**src/rtl/rom_port_arbiter.sv**
```systemverilog
// Shares one single-port synchronous ROM between a fetch port (if_*) and a data port (d_*).
// Build option ROM_ARB_RR_EN selects round-robin arbitration instead of d-priority with a starvation guard.
module rom_port_arbiter #(
  parameter int DATA_WIDTH = 32,
  parameter int ADDR_WIDTH = 10,
  parameter int MAX_WAIT   = 4,
  localparam int WAIT_W    = $clog2(MAX_WAIT + 1)
) (
  input  logic                  clk,
  input  logic                  rst_n,
  input  logic                  if_req,
  input  logic [ADDR_WIDTH+1:0] if_addr,
  output logic                  if_gnt,
  output logic                  if_rvalid,
  output logic [DATA_WIDTH-1:0] if_rdata,
  output logic                  if_err,
  input  logic                  d_req,
  input  logic [ADDR_WIDTH+1:0] d_addr,
  output logic                  d_gnt,
  output logic                  d_rvalid,
  output logic [DATA_WIDTH-1:0] d_rdata,
  output logic                  d_err,
  output logic [ADDR_WIDTH-1:0] rom_addr,
  input  logic [DATA_WIDTH-1:0] rom_rdata,
  input  logic                  rom_rdata_valid,
  output logic [1:0]            dbg_state,
  output logic [WAIT_W-1:0]     dbg_wait_cnt
);

  // Handshake: a port's req is held with a stable addr until the cycle its gnt is high;
  // that cycle transfers the request. Each gnt yields exactly one rvalid cycle on that port.

  typedef enum logic [1:0] {
    ST_IDLE = 2'd0,
    ST_RESP = 2'd1,
    ST_HOLD = 2'd2
  } state_e;

  state_e                state_q, state_d;
  logic [ADDR_WIDTH-1:0] rom_addr_q, rom_addr_d;
  logic                  owner_d_q, owner_d_d;  // 1: outstanding read belongs to d port
  logic                  err_q, err_d;
  logic                  can_grant, pick_d, any_gnt, resp_fire;
  logic [ADDR_WIDTH+1:0] win_addr;

`ifdef ROM_ARB_RR_EN
  logic last_d_q, last_d_d;
`else
  logic [WAIT_W-1:0] wait_cnt_q, wait_cnt_d;
`endif

  always_comb begin
    // rst_n gates grants so nothing is accepted while reset is asserted
    can_grant = rst_n && ((state_q == ST_IDLE) || ((state_q == ST_RESP) && rom_rdata_valid));
    resp_fire = (state_q != ST_IDLE) && rom_rdata_valid;
`ifdef ROM_ARB_RR_EN
    pick_d = d_req && (!if_req || !last_d_q);
`else
    pick_d = d_req && !(if_req && (wait_cnt_q == WAIT_W'(MAX_WAIT)));
`endif
    d_gnt    = can_grant && pick_d;
    if_gnt   = can_grant && if_req && !pick_d;
    any_gnt  = d_gnt || if_gnt;
    win_addr = pick_d ? d_addr : if_addr;
    rom_addr = any_gnt ? win_addr[ADDR_WIDTH+1:2] : rom_addr_q;

    rom_addr_d = rom_addr;
    owner_d_d  = owner_d_q;
    err_d      = err_q;
    if (any_gnt) begin
      owner_d_d = pick_d;
      err_d     = |win_addr[1:0];
    end

    state_d = state_q;
    case (state_q)
      ST_IDLE: if (any_gnt) state_d = ST_RESP;
      ST_RESP: begin
        if (rom_rdata_valid) state_d = any_gnt ? ST_RESP : ST_IDLE;
        else                 state_d = ST_HOLD;
      end
      ST_HOLD: if (rom_rdata_valid) state_d = ST_IDLE;
      default: state_d = ST_IDLE;
    endcase

`ifdef ROM_ARB_RR_EN
    last_d_d     = any_gnt ? pick_d : last_d_q;
    dbg_wait_cnt = '0;
`else
    // Counts cycles fetch was left waiting; saturates so it forces exactly one fetch win.
    if (if_req && !if_gnt)
      wait_cnt_d = (wait_cnt_q == WAIT_W'(MAX_WAIT)) ? wait_cnt_q : wait_cnt_q + WAIT_W'(1);
    else
      wait_cnt_d = '0;
    dbg_wait_cnt = wait_cnt_q;
`endif

    if_rvalid = resp_fire && !owner_d_q;
    d_rvalid  = resp_fire && owner_d_q;
    if_err    = if_rvalid && err_q;
    d_err     = d_rvalid && err_q;
    if_rdata  = (if_rvalid && !err_q) ? rom_rdata : '0;
    d_rdata   = (d_rvalid && !err_q) ? rom_rdata : '0;
    dbg_state = state_q;
  end

  always_ff @(posedge clk or negedge rst_n) begin
    if (!rst_n) begin
      state_q    <= ST_IDLE;
      rom_addr_q <= '0;
      owner_d_q  <= 1'b0;
      err_q      <= 1'b0;
`ifdef ROM_ARB_RR_EN
      last_d_q   <= 1'b0;
`else
      wait_cnt_q <= '0;
`endif
    end else begin
      state_q    <= state_d;
      rom_addr_q <= rom_addr_d;
      owner_d_q  <= owner_d_d;
      err_q      <= err_d;
`ifdef ROM_ARB_RR_EN
      last_d_q   <= last_d_d;
`else
      wait_cnt_q <= wait_cnt_d;
`endif
    end
  end

`ifndef SYNTHESIS
  a_if_req_held: assert property (@(posedge clk) disable iff (!rst_n)
    (if_req && !if_gnt) |=> if_req);
  a_d_req_held: assert property (@(posedge clk) disable iff (!rst_n)
    (d_req && !d_gnt) |=> d_req);
  a_one_gnt: assert property (@(posedge clk) disable iff (!rst_n) !(if_gnt && d_gnt));
`endif

endmodule

```
**config.mk**
```make
export PLATFORM = sky130hd
export DESIGN_NAME = rom_port_arbiter
export DESIGN_NICKNAME = d
export VERILOG_FILES = /design/src/rtl/rom_port_arbiter.sv
export SDC_FILE = /design/constraint.sdc
export NUM_CORES = 1
export LEC_CHECK = 0
export ABC_AREA = 1
export CAP_MARGIN = 20
export CORE_MARGIN = 4
export CORE_UTILIZATION = 32
export CTS_BUF_LIST = sky130_fd_sc_hd__clkbuf_8
export DETAILED_ROUTE_END_ITERATION = 7
export GPL_TIMING_DRIVEN = 0
export PLACE_DENSITY_LB_ADDON = 0.25
export SLEW_MARGIN = 20
export SYNTH_ARGS = -nofsm -noshare
export SYNTH_HDL_FRONTEND = slang
export SYNTH_SLANG_ARGS = --single-unit
```
**constraint.sdc**
```tcl
create_clock -name clk -period 3.1 [get_ports clk]
set_input_delay 0.62 -clock clk [delete_from_list [all_inputs] [get_ports clk]]
set_output_delay 0.62 -clock clk [all_outputs]
set_load 0.02 [all_outputs]
```
==> run_results.csv <==
group,metric,value,unit
cells_and_area,diodes,0,
route,drtIter0Drc,34,
sta,holdWs,392,ps
yosys,synth.area.top_cells,"dfrtp_1, nand2_1, nor2_1",
hold_path,hold_path.class,"input port to async pin",
cells_and_area,fin_nets,449,
worst_setup_path,worstPathMaxFanout,10,
sta,clock.fmax,331,MHz
power,powerDensity,332,mW/mm²
yosys,ys_warn_count,0,
route,ant_nets,0,
yosys,synth_cell_types,21,
global_route,grt_antenna_before_repair,0,
worst_setup_path,worst_setup_path_end_kind,"primary output",
sta,relSlewSlack,0.718,
global_route,grt_pass1_vias,1774,
cells_and_area,drive_above_1_share,0.0727,
global_route,overflow,0,
global_route,grt_first_pass_wirelength,7980,µm
floorplan,io_pins,146,
worst_setup_path,worstSetupPathType,"input port to primary output",
sta,worst_slew_pin_slew,423,ps
floorplan,fp-row-count,23,
yosys,synthCells,236,
cts,cts_root_buffer,"clkbuf_8",
placement,globalplace.congestion,0.820,
cts,cts.sinks,17,
yosys,synth-seq-cells,17,
floorplan,start_util,0.342,
floorplan,die_area,0.00553,mm²
yosys,synth_nets,299,
placement,place_ws,-699,ps
cts,cts_tree,"built",
sta,hold_viol_final,0,
cts,cts_resized,14,
cts,cts_setup_buffers,0,
sta,fin_crit_sh,0.974,
cts,clk_pin_slew_worst_paths,70,ps
worst_setup_path,critPathArrivalTime,2400,ps
route,routed_via_density,4.26,
route,drc,0,
cts,clock_tree.buffer_depth,2,
sta,setup_viol,0,
placement,dpl.hpwl,4490,µm
yosys,synth.top_cell.area_share,0.302,
route,wire_per_inst,12.4,µm
yosys,ys_seq_area_frac,0.302,
cells_and_area,fillers,335,
worst_setup_path,crit_path_start_kind,"input port",
sta,final.min_clock_period,3020,ps
power,totalPowerFinal,1.02,mW
run,cap_viol_max_count,0,
sta,slew_viol_final,0,
cts,htreeDepth,1,
power,power_leakage,2.42,nW
yosys,syn_avg_cell_area,5.97,µm²
route,dr.pass1.iters,4,
cells_and_area,area.growth.synth_to_final,119,%
cts,clock_latency,250,ps
sta,worst_slack,81.2,ps
worst_setup_path,worstPathRequired,2480,ps
yosys,syn_area,0.00141,mm²
cts,cts_inserted_buffers,3,
floorplan,coreArea,0.00412,mm²
floorplan,dieHeight,74.4,µm
global_route,gr-usage-all-layers,0.180,
status,status,"complete, no violations",
route,routed_wl,5410,µm
floorplan,fp.dieW,74.4,µm
route,vias,1854,
power,peakVddDrop,351,µV
placement,io_buffers,145,
cts,hold_buffers,0,
sta,clock_skew,6.81,ps
sta,final.setup.tns,0,ps
cells_and_area,final_area,0.00308,mm²
global_route,grt_start_max_net_pins,20,
yosys,synth.largest_area_cell,"dfrtp_1",
placement,dpl-instance-area,0.00292,mm²
==> per-layer routing <==
metal | wire [µm] | track usage | up-vias
li1 | - | - | 980
met1 | 1970 | 0.196 | 769
met2 | 2680 | 0.337 | 97
met3 | 675 | 0.0568 | 8
met4 | 80 | 0.0494 | 0
met5 | 0 | 0 | -
==> sequential cells by signal, summed over array words and instances, names as in the netlist <==
signal,cells
dbg_state,2
dbg_wait_cnt,3
err_q,1
owner_d_q,1
rom_addr_q,10
==> critical path, cell delays in order <==
cell and delay [ps]:
clkdlybuf4s50_1 490, inv_2 90, nor3_4 210, nand2_2 130, buf_6 160, nor2_1 90
clkdlybuf4s50_1 610
==> layout make-up <==
class / instances / area (µm²) / share of cell area
Inverter: 45 / 169 / 0.0548
Clock inverter: 1 / 3.75 / 0.00122
Multi-Input combinational cell: 164 / 718 / 0.233
Clock buffer: 3 / 41.3 / 0.0134
Timing Repair Buffer: 145 / 1570 / 0.508
Buffer: 10 / 96.3 / 0.0313
Tap cell: 50 / 62.6 / 0.0203
Sequential cell: 17 / 425 / 0.138
==> worst paths after layout <==
path | startpoint | endpoint | slack (ps) | cells after the start
max | rom_rdata_valid | if_rdata[25] | 80 | 7
min reg2reg | rom_addr_q[4]$_DFF_PN0_ | rom_addr_q[4]$_DFF_PN0_ | 460 | 2
min | rst_n | dbg_wait_cnt[2]$_DFFE_PN0P_ | 390 | 1
min in group clk | rom_addr_q[4]$_DFF_PN0_ | rom_addr_q[4]$_DFF_PN0_ | 460 | 2
max reg2reg | dbg_wait_cnt[0]$_DFFE_PN0P_ | rom_addr_q[1]$_DFF_PN0_ | 1600 | 10
max in group asynchronous | rst_n | rom_addr_q[7]$_DFF_PN0_ | 2400 | 1
==> cell usage after synthesis (all sizes together) <==
cell type,n
nand2,76
nor2,69
inv,44
dfrtp,17
buf,10
nand3,5
o21ai,4
ha,2
nand4,2
nor3,2
nor4,2
a21oi,1
clkinv,1
xor2,1
==> where the power goes <==
part	internal, mW	total (mW)	switching [mW]
registers	0.269	0.295	0.0260
clock network	0.0877	0.158	0.0706
logic	0.259	0.569	0.310
total	0.616	1.02	0.406
==> per-stage QoR <==
step,utilization,std cells
6_report,0.749,435
5_1_grt,0.749,435
4_1_cts,0.718,435
3_5_place_dp,0.710,431
3_3_place_gp,0.710,431
2_1_floorplan,-,236
==> logic make-up (layout without fill, tap and decap cells) <==
| kind of cell | after synthesis | after routing | synth area share |
|---|---|---|---|
| adders and majority gates | 2 | 2 | 0.0178 |
| buffers and inverters | 55 | 204 | 0.188 |
| xor gates and xnor gates | 1 | 1 | 0.00622 |
| DFF | 17 | 17 | 0.302 |
| AOI/OAI and AO/OA | 5 | 5 | 0.0178 |
| and+or+nand+nor | 156 | 156 | 0.468 |
==> layout by cell type (no fill, tap or decap), drive strengths merged, types with 3 or more instances in the layout <==
master,netlist,layout
nand2,76,76
inv,44,45
o21ai,4,4
nor2,69,69
clkbuf,0,3
dfrtp,17,17
clkdlybuf4s50,0,84
dlygate4sd2,0,9
dlymetal6s2s,0,50
nand3,5,5
buf,10,10
Note: power is estimated with default switching activity, not from simulation.
